<file path="config.mk">
export PLATFORM = sky130hd
export DESIGN_NAME = hazard_ctrl_unit
export DESIGN_NICKNAME = d
export VERILOG_FILES = /design/src/rtl/hazard_pkg.sv /design/src/rtl/sat_counter.sv /design/src/rtl/hazard_ctrl_unit.sv
export SDC_FILE = /design/constraint.sdc
export NUM_CORES = 1
export LEC_CHECK = 0
export ABC_CLOCK_PERIOD_IN_PS = 9150
export BUFFER_PORTS_ARGS = -buffer_cell sky130_fd_sc_hd__buf_2
export CELL_PAD_IN_SITES_DETAIL_PLACEMENT = 0
export CELL_PAD_IN_SITES_GLOBAL_PLACEMENT = 1
export CORE_ASPECT_RATIO = 1.75
export CORE_MARGIN = 3
export CORE_UTILIZATION = 43
export CTS_CLUSTER_DIAMETER = 60
export CTS_CLUSTER_SIZE = 12
export DETAILED_ROUTE_END_ITERATION = 10
export GPL_ROUTABILITY_DRIVEN = 0
export PLACE_DENSITY = 0.83
export SYNTH_ARGS = -nofsm -noshare
export SYNTH_HDL_FRONTEND = slang
export SYNTH_SLANG_ARGS = --single-unit
</file>
<file path="constraint.sdc">
create_clock -name clk -period 9.15 [get_ports clk]
set_clock_uncertainty 0.1 [all_clocks]
set_input_delay 1.83 -clock clk [delete_from_list [all_inputs] [get_ports clk]]
set_output_delay 1.83 -clock clk [all_outputs]
set_load 0.01 [all_outputs]
</file>
<file path="src/rtl/hazard_pkg.sv">
// Shared types and parameter checks for the pipeline hazard controller.
package hazard_pkg;

   typedef enum logic [1:0] {
      StRun     = 2'd0,
      StLuStall = 2'd1,
      StFlush   = 2'd2
   } hz_state_t;

   localparam int unsigned CntBits = 3;

   function automatic bit lu_stall_ok(input int unsigned v);
      return (v >= 1) && (v <= 7);
   endfunction

   function automatic bit br_flush_ok(input int unsigned v);
      return (v >= 1) && (v <= 3);
   endfunction

endpackage

</file>
<file path="src/rtl/sat_counter.sv">
// Saturating up-counter with synchronous clear (clear wins over increment).
module sat_counter #(
   parameter int unsigned WIDTH = 32
) (
   input  logic             clk,
   input  logic             rst,
   input  logic             clr,
   input  logic             inc,
   output logic [WIDTH-1:0] count
);

   logic [WIDTH-1:0] count_q, count_d;

   always_comb begin
      count_d = count_q;
      if (clr) begin
         count_d = '0;
      end else if (inc && (count_q != {WIDTH{1'b1}})) begin
         count_d = count_q + 1'b1;
      end
   end

   always_ff @(posedge clk or posedge rst) begin
      if (rst) begin
         count_q <= '0;
      end else begin
         count_q <= count_d;
      end
   end

   assign count = count_q;

endmodule

</file>
<file path="src/rtl/hazard_ctrl_unit.sv">
// Load-use / branch-flush / cache-freeze hazard controller with stall and flush counters.
module hazard_ctrl_unit
   import hazard_pkg::*;
#(
   parameter int unsigned REG_W    = 5,
   parameter int unsigned LU_STALL = 1,
   parameter int unsigned BR_FLUSH = 1,
   parameter int unsigned CNT_W    = 32
) (
   input  logic             clk,
   input  logic             rst,
   input  logic [REG_W-1:0] ex_rd,
   input  logic             ex_memread,
   input  logic [REG_W-1:0] id_rs1,
   input  logic [REG_W-1:0] id_rs2,
   input  logic             id_rs1_used,
   input  logic             id_rs2_used,
   input  logic             branch_taken,
   input  logic             icache_stall,
   input  logic             dcache_stall,
   input  logic             perf_clr,
   output logic             stall_pc,
   output logic             stall_if_id,
   output logic             flush_if_id,
   output logic             flush_id_ex,
   output logic             freeze,
   output logic [CNT_W-1:0] stall_cycles,
   output logic [CNT_W-1:0] flush_events
);

   if (!lu_stall_ok(LU_STALL)) begin : g_bad_lu_stall
      $error("hazard_ctrl_unit: LU_STALL must be in 1..7");
   end
   if (!br_flush_ok(BR_FLUSH)) begin : g_bad_br_flush
      $error("hazard_ctrl_unit: BR_FLUSH must be in 1..3");
   end

   // cnt holds the cycles remaining after the current one, hence the -2.
   localparam logic [CntBits-1:0] LuInit = (LU_STALL > 1) ? CntBits'(LU_STALL - 2) : '0;
   localparam logic [CntBits-1:0] BrInit = (BR_FLUSH > 1) ? CntBits'(BR_FLUSH - 2) : '0;

   hz_state_t            state_q, state_d;
   logic [CntBits-1:0]   cnt_q, cnt_d;
   logic                 frz;
   logic                 lu_hit;

   assign frz    = icache_stall | dcache_stall;
   assign lu_hit = ex_memread && (ex_rd != '0) &&
                   ((id_rs1_used && (id_rs1 == ex_rd)) || (id_rs2_used && (id_rs2 == ex_rd)));

   always_ff @(posedge clk or posedge rst) begin
      if (rst) begin
         state_q <= StRun;
         cnt_q   <= '0;
      end else begin
         state_q <= state_d;
         cnt_q   <= cnt_d;
      end
   end

   // Frozen cycles leave state and cnt untouched so the sequence resumes intact.
   always_comb begin
      state_d = state_q;
      cnt_d   = cnt_q;
      if (!frz) begin
         if (branch_taken) begin
            state_d = (BR_FLUSH > 1) ? StFlush : StRun;
            cnt_d   = BrInit;
         end else begin
            unique case (state_q)
               StRun: begin
                  if (lu_hit && (LU_STALL > 1)) begin
                     state_d = StLuStall;
                     cnt_d   = LuInit;
                  end
               end
               StLuStall, StFlush: begin
                  if (cnt_q == '0) begin
                     state_d = StRun;
                  end else begin
                     cnt_d = cnt_q - 1'b1;
                  end
               end
               default: begin
                  state_d = StRun;
                  cnt_d   = '0;
               end
            endcase
         end
      end
   end

   always_comb begin
      stall_pc    = 1'b0;
      stall_if_id = 1'b0;
      flush_if_id = 1'b0;
      flush_id_ex = 1'b0;
      freeze      = 1'b0;
      if (!rst) begin
         freeze = frz;
         if (!frz) begin
            if (branch_taken) begin
               flush_if_id = 1'b1;
               flush_id_ex = 1'b1;
            end else begin
               unique case (state_q)
                  StRun: begin
                     if (lu_hit) begin
                        stall_pc    = 1'b1;
                        stall_if_id = 1'b1;
                        flush_id_ex = 1'b1;
                     end
                  end
                  StLuStall: begin
                     stall_pc    = 1'b1;
                     stall_if_id = 1'b1;
                     flush_id_ex = 1'b1;
                  end
                  StFlush: begin
                     flush_if_id = 1'b1;
                     flush_id_ex = 1'b1;
                  end
                  default: ;
               endcase
            end
         end
      end
   end

   sat_counter #(
      .WIDTH (CNT_W)
   ) u_stall_cnt (
      .clk   (clk),
      .rst   (rst),
      .clr   (perf_clr),
      .inc   (stall_pc | freeze),
      .count (stall_cycles)
   );

   sat_counter #(
      .WIDTH (CNT_W)
   ) u_flush_cnt (
      .clk   (clk),
      .rst   (rst),
      .clr   (perf_clr),
      .inc   (branch_taken & ~frz & ~rst),
      .count (flush_events)
   );

endmodule

</file>
==> metrics.md <==
| Metric | Value |
|---|---|
| CTS tree | `done` |
| Leak Pwr | `0.001951 uW` |
| Mapped Nets | `422` |
| Max Root-Sink Buffers | `2` |
| Arr. time, crit path | `3.54 ns` |
| Storage cell area | `0.001602 mm2` |
| Iter 0 DRT Violations | `127` |
| Initial antenna violation count | `0` |
| Die area | `0.009616 mm2` |
| Antenna viol nets, final | `0` |
| Cts hold-fix bufs | `0` |
| PortBufs | `92` |
| Hold Path Class | `register to register` |
| CP most frequent cell | `buf_2` |
| FF-to-FF End | `u_stall_cnt.count[1]$_DFFE_PP0P_` |
| #FFs+latches synth | `64` |
| Post-CTS Setup Bufs | `0` |
| Worst R2R Path Depth | `7` |
| Commonest non-fill, non-tap cell in the layout | `buf_2` |
| R2R Path Start | `u_stall_cnt.count[0]$_DFFE_PP0P_` |
| Clock latency on the worst-skew pair | `0.33 ns` |
| Post-Route WL | `9.564 mm` |
| Number of global-route vias before repair | `3269` |
| Max-Cap Viols | `0` |
| Initial Util | `44.95%` |
| Power Dens Cells | `141.5 mW/mm2` |
| Setup slack after layout | `3.679 ns` |
| Post-synth EDFFs | `0` |
| Sequential area share after synthesis | `44.15%` |
| Die Wd | `75.43 um` |
| Final hold violations | `0` |
| CP max FO | `66` |
| Post_cts resized | `0` |
| H-tree depth reported by CTS | `3` |
| Worst slack at placement | `3.619 ns` |
| Tcrit/Tclk final | `59.79%` |
| Critical path, cell by cell | `buf_2 > inv_2 > buf_4 > o211ai_1 > nand2b_1 > nor4_1 > buf_2` |
| Core box area | `0.008070 mm2` |
| Worst setup SP type | `input port` |
| FFs w/ async S/R, synth | `100.0%` |
| Most frequent cells in the layout | `92 x buf_2, 64 x dfrtp_1, 40 x nor2_1` |
| RSZ-0062 raised after global routing | `no` |
| First-pass DRT Iterations | `4` |
| Synth Flop Type | `dfrtp_1` |
| Slew Limit Fails | `0` |
| Slowest Stage Delay on Critical Path | `0.62 ns` |
| Top Ports | `93` |
| GRT Total Usage | `20.93%` |
| First-pass GRT wire length | `15.67 mm` |
| CP Class | `input port to output pin` |
| Slew margin rel. | `36.83%` |
| # diodes | `0` |
| Synthesized area | `0.003627 mm2` |
| Total gr overflow | `0` |
| Hold Path Stages | `2` |
| Worst IR drop on VDD | `0.00009905 V` |
| Clock transition at the registers of the reported paths | `0.05 ns` |
| Final setup fails | `0` |
| Worst Max-Slew Pin Slew | `0.9395 ns` |
| CTS sink cnt | `64` |
| DPL Wire Length | `6.887 mm` |
| Drc violations | `0` |
| Synthesized instance count | `396` |
| Die Y | `127.5 um` |
| Status | `complete, no violations` |
| Syn Area/Cell | `9.160 um2` |
| Beginning of the worst hold path | `u_flush_cnt.count[21]$_DFFE_PP0P_` |
| Reg2reg setup slack | `6.22 ns` |
| Final Power | `619.5 uW` |
| Max Freq | `0.1828 GHz` |
| CTS buffer count | `9` |
| Distinct cells, synth | `43` |
| Vias/cell | `5.853` |
| Yosys warnings | `0` |
| Largest net degree at the start of global routing | `68` |
| Crit. End Element | `output pin` |
| Total negative slack | `0 ns` |
| Row count | `43` |
| Routed len/inst | `16.49 um` |
| Synth-to-Final Area Change | `20.66%` |
| Worst EP required | `7.22 ns` |
| Vias | `3395` |
| Share of cells above drive strength 1 | `23.47%` |
| Area of the multi-input gates | `0.001887 mm2` |
| Final net count | `513` |
| Post-route minimum period | `5.471 ns` |
| Layout filler cell count | `784` |
| Worst Hold End | `u_flush_cnt.count[21]$_DFFE_PP0P_` |
| Critical-path top delay cell | `buf_4` |
| Root Buffer | `clkbuf_16` |
synth_stat cells (12+ instances only):
| library cell | count | share of area (%) |
|---|---|---|
| xor2_1 | 21 | 5.1 |
| inv_1 | 12 | 1.2 |
| nand3_1 | 32 | 4.4 |
| a21oi_1 | 30 | 4.1 |
| xnor2_1 | 17 | 4.1 |
| o31ai_1 | 17 | 3.5 |
| dfrtp_1 | 64 | 44 |
| or3_1 | 16 | 2.8 |
| nand2_1 | 27 | 2.8 |
| nand4_1 | 16 | 2.8 |
| or4_1 | 17 | 3.5 |
| nor2_1 | 40 | 4.1 |
critical path: cells and delay by family:
| kind | cells | cell delay [ns] |
|---|---|---|
| buffers and inverters | 4 | 0.98 |
| AO/OA/AOI/OAI | 1 | 0.20 |
| AND/OR/NAND/NOR | 2 | 0.50 |
metal layers:
layer	global-route usage (%)	vias to the layer above	share of wire, %
li1	-	1640	-
met1	23.28	1656	39
met2	36.78	75	55
met3	3.780	24	3.2
met4	10.20	0	3.2
met5	0	-	0
layout make-up:
class	instances	area share [%]
inverter	12	1.029
clock buffer	13	5.718
sequential	64	36.59
clock inverter	1	0.1144
tap	90	2.573
timing repair buffer	94	10.86
multi-input combinational	306	43.11
flip-flops by register name, summed over array words and instances (netlist names):
name,cells
u_flush_cnt.count,32
u_stall_cnt.count,32
cells by family after synthesis:
family,count (synthesis),synth area share (%)
DFF,64,44.15
AOI/OAI and AO/OA,72,11.90
adders and majority gates,2,0.6898
muxes,4,1.207
xor gates and xnor gates,38,9.176
and+or+nand+nor,190,29.04
buffers and inverters,26,3.829
power breakdown:
| part | switching (uW) | internal [uW] | total (uW) |
|---|---|---|---|
| Combinational | 23.4 | 10.6 | 34.1 |
| Clock | 113 | 187 | 300 |
| Sequential | 1.44 | 284 | 286 |
| Total | 138 | 482 | 620 |
metrics by stage:
stage	hold WS, ns	instances	instance area [um2]	util [%]
floorplan	0.4786	396	3627	-
global route	0.5098	580	4377	54.23
detailed placement	0.4492	566	4121	51.07
CTS	0.4667	580	4377	54.23
global placement	0.4378	566	4121	51.07
finish	0.4618	580	4377	54.23
how the worst max path moves through the flow:
stage                     start          end  depth (start not counted)
final                       rst  stall_if_id                          7
after global routing        rst  stall_if_id                          7
after CTS                   rst  stall_if_id                          7
after detailed placement    rst  stall_if_id                          7
after global placement      rst  stall_if_id                          7
after floorplan             rst     stall_pc                          5
No activity file was read; power rests on OpenSTA's default activity.
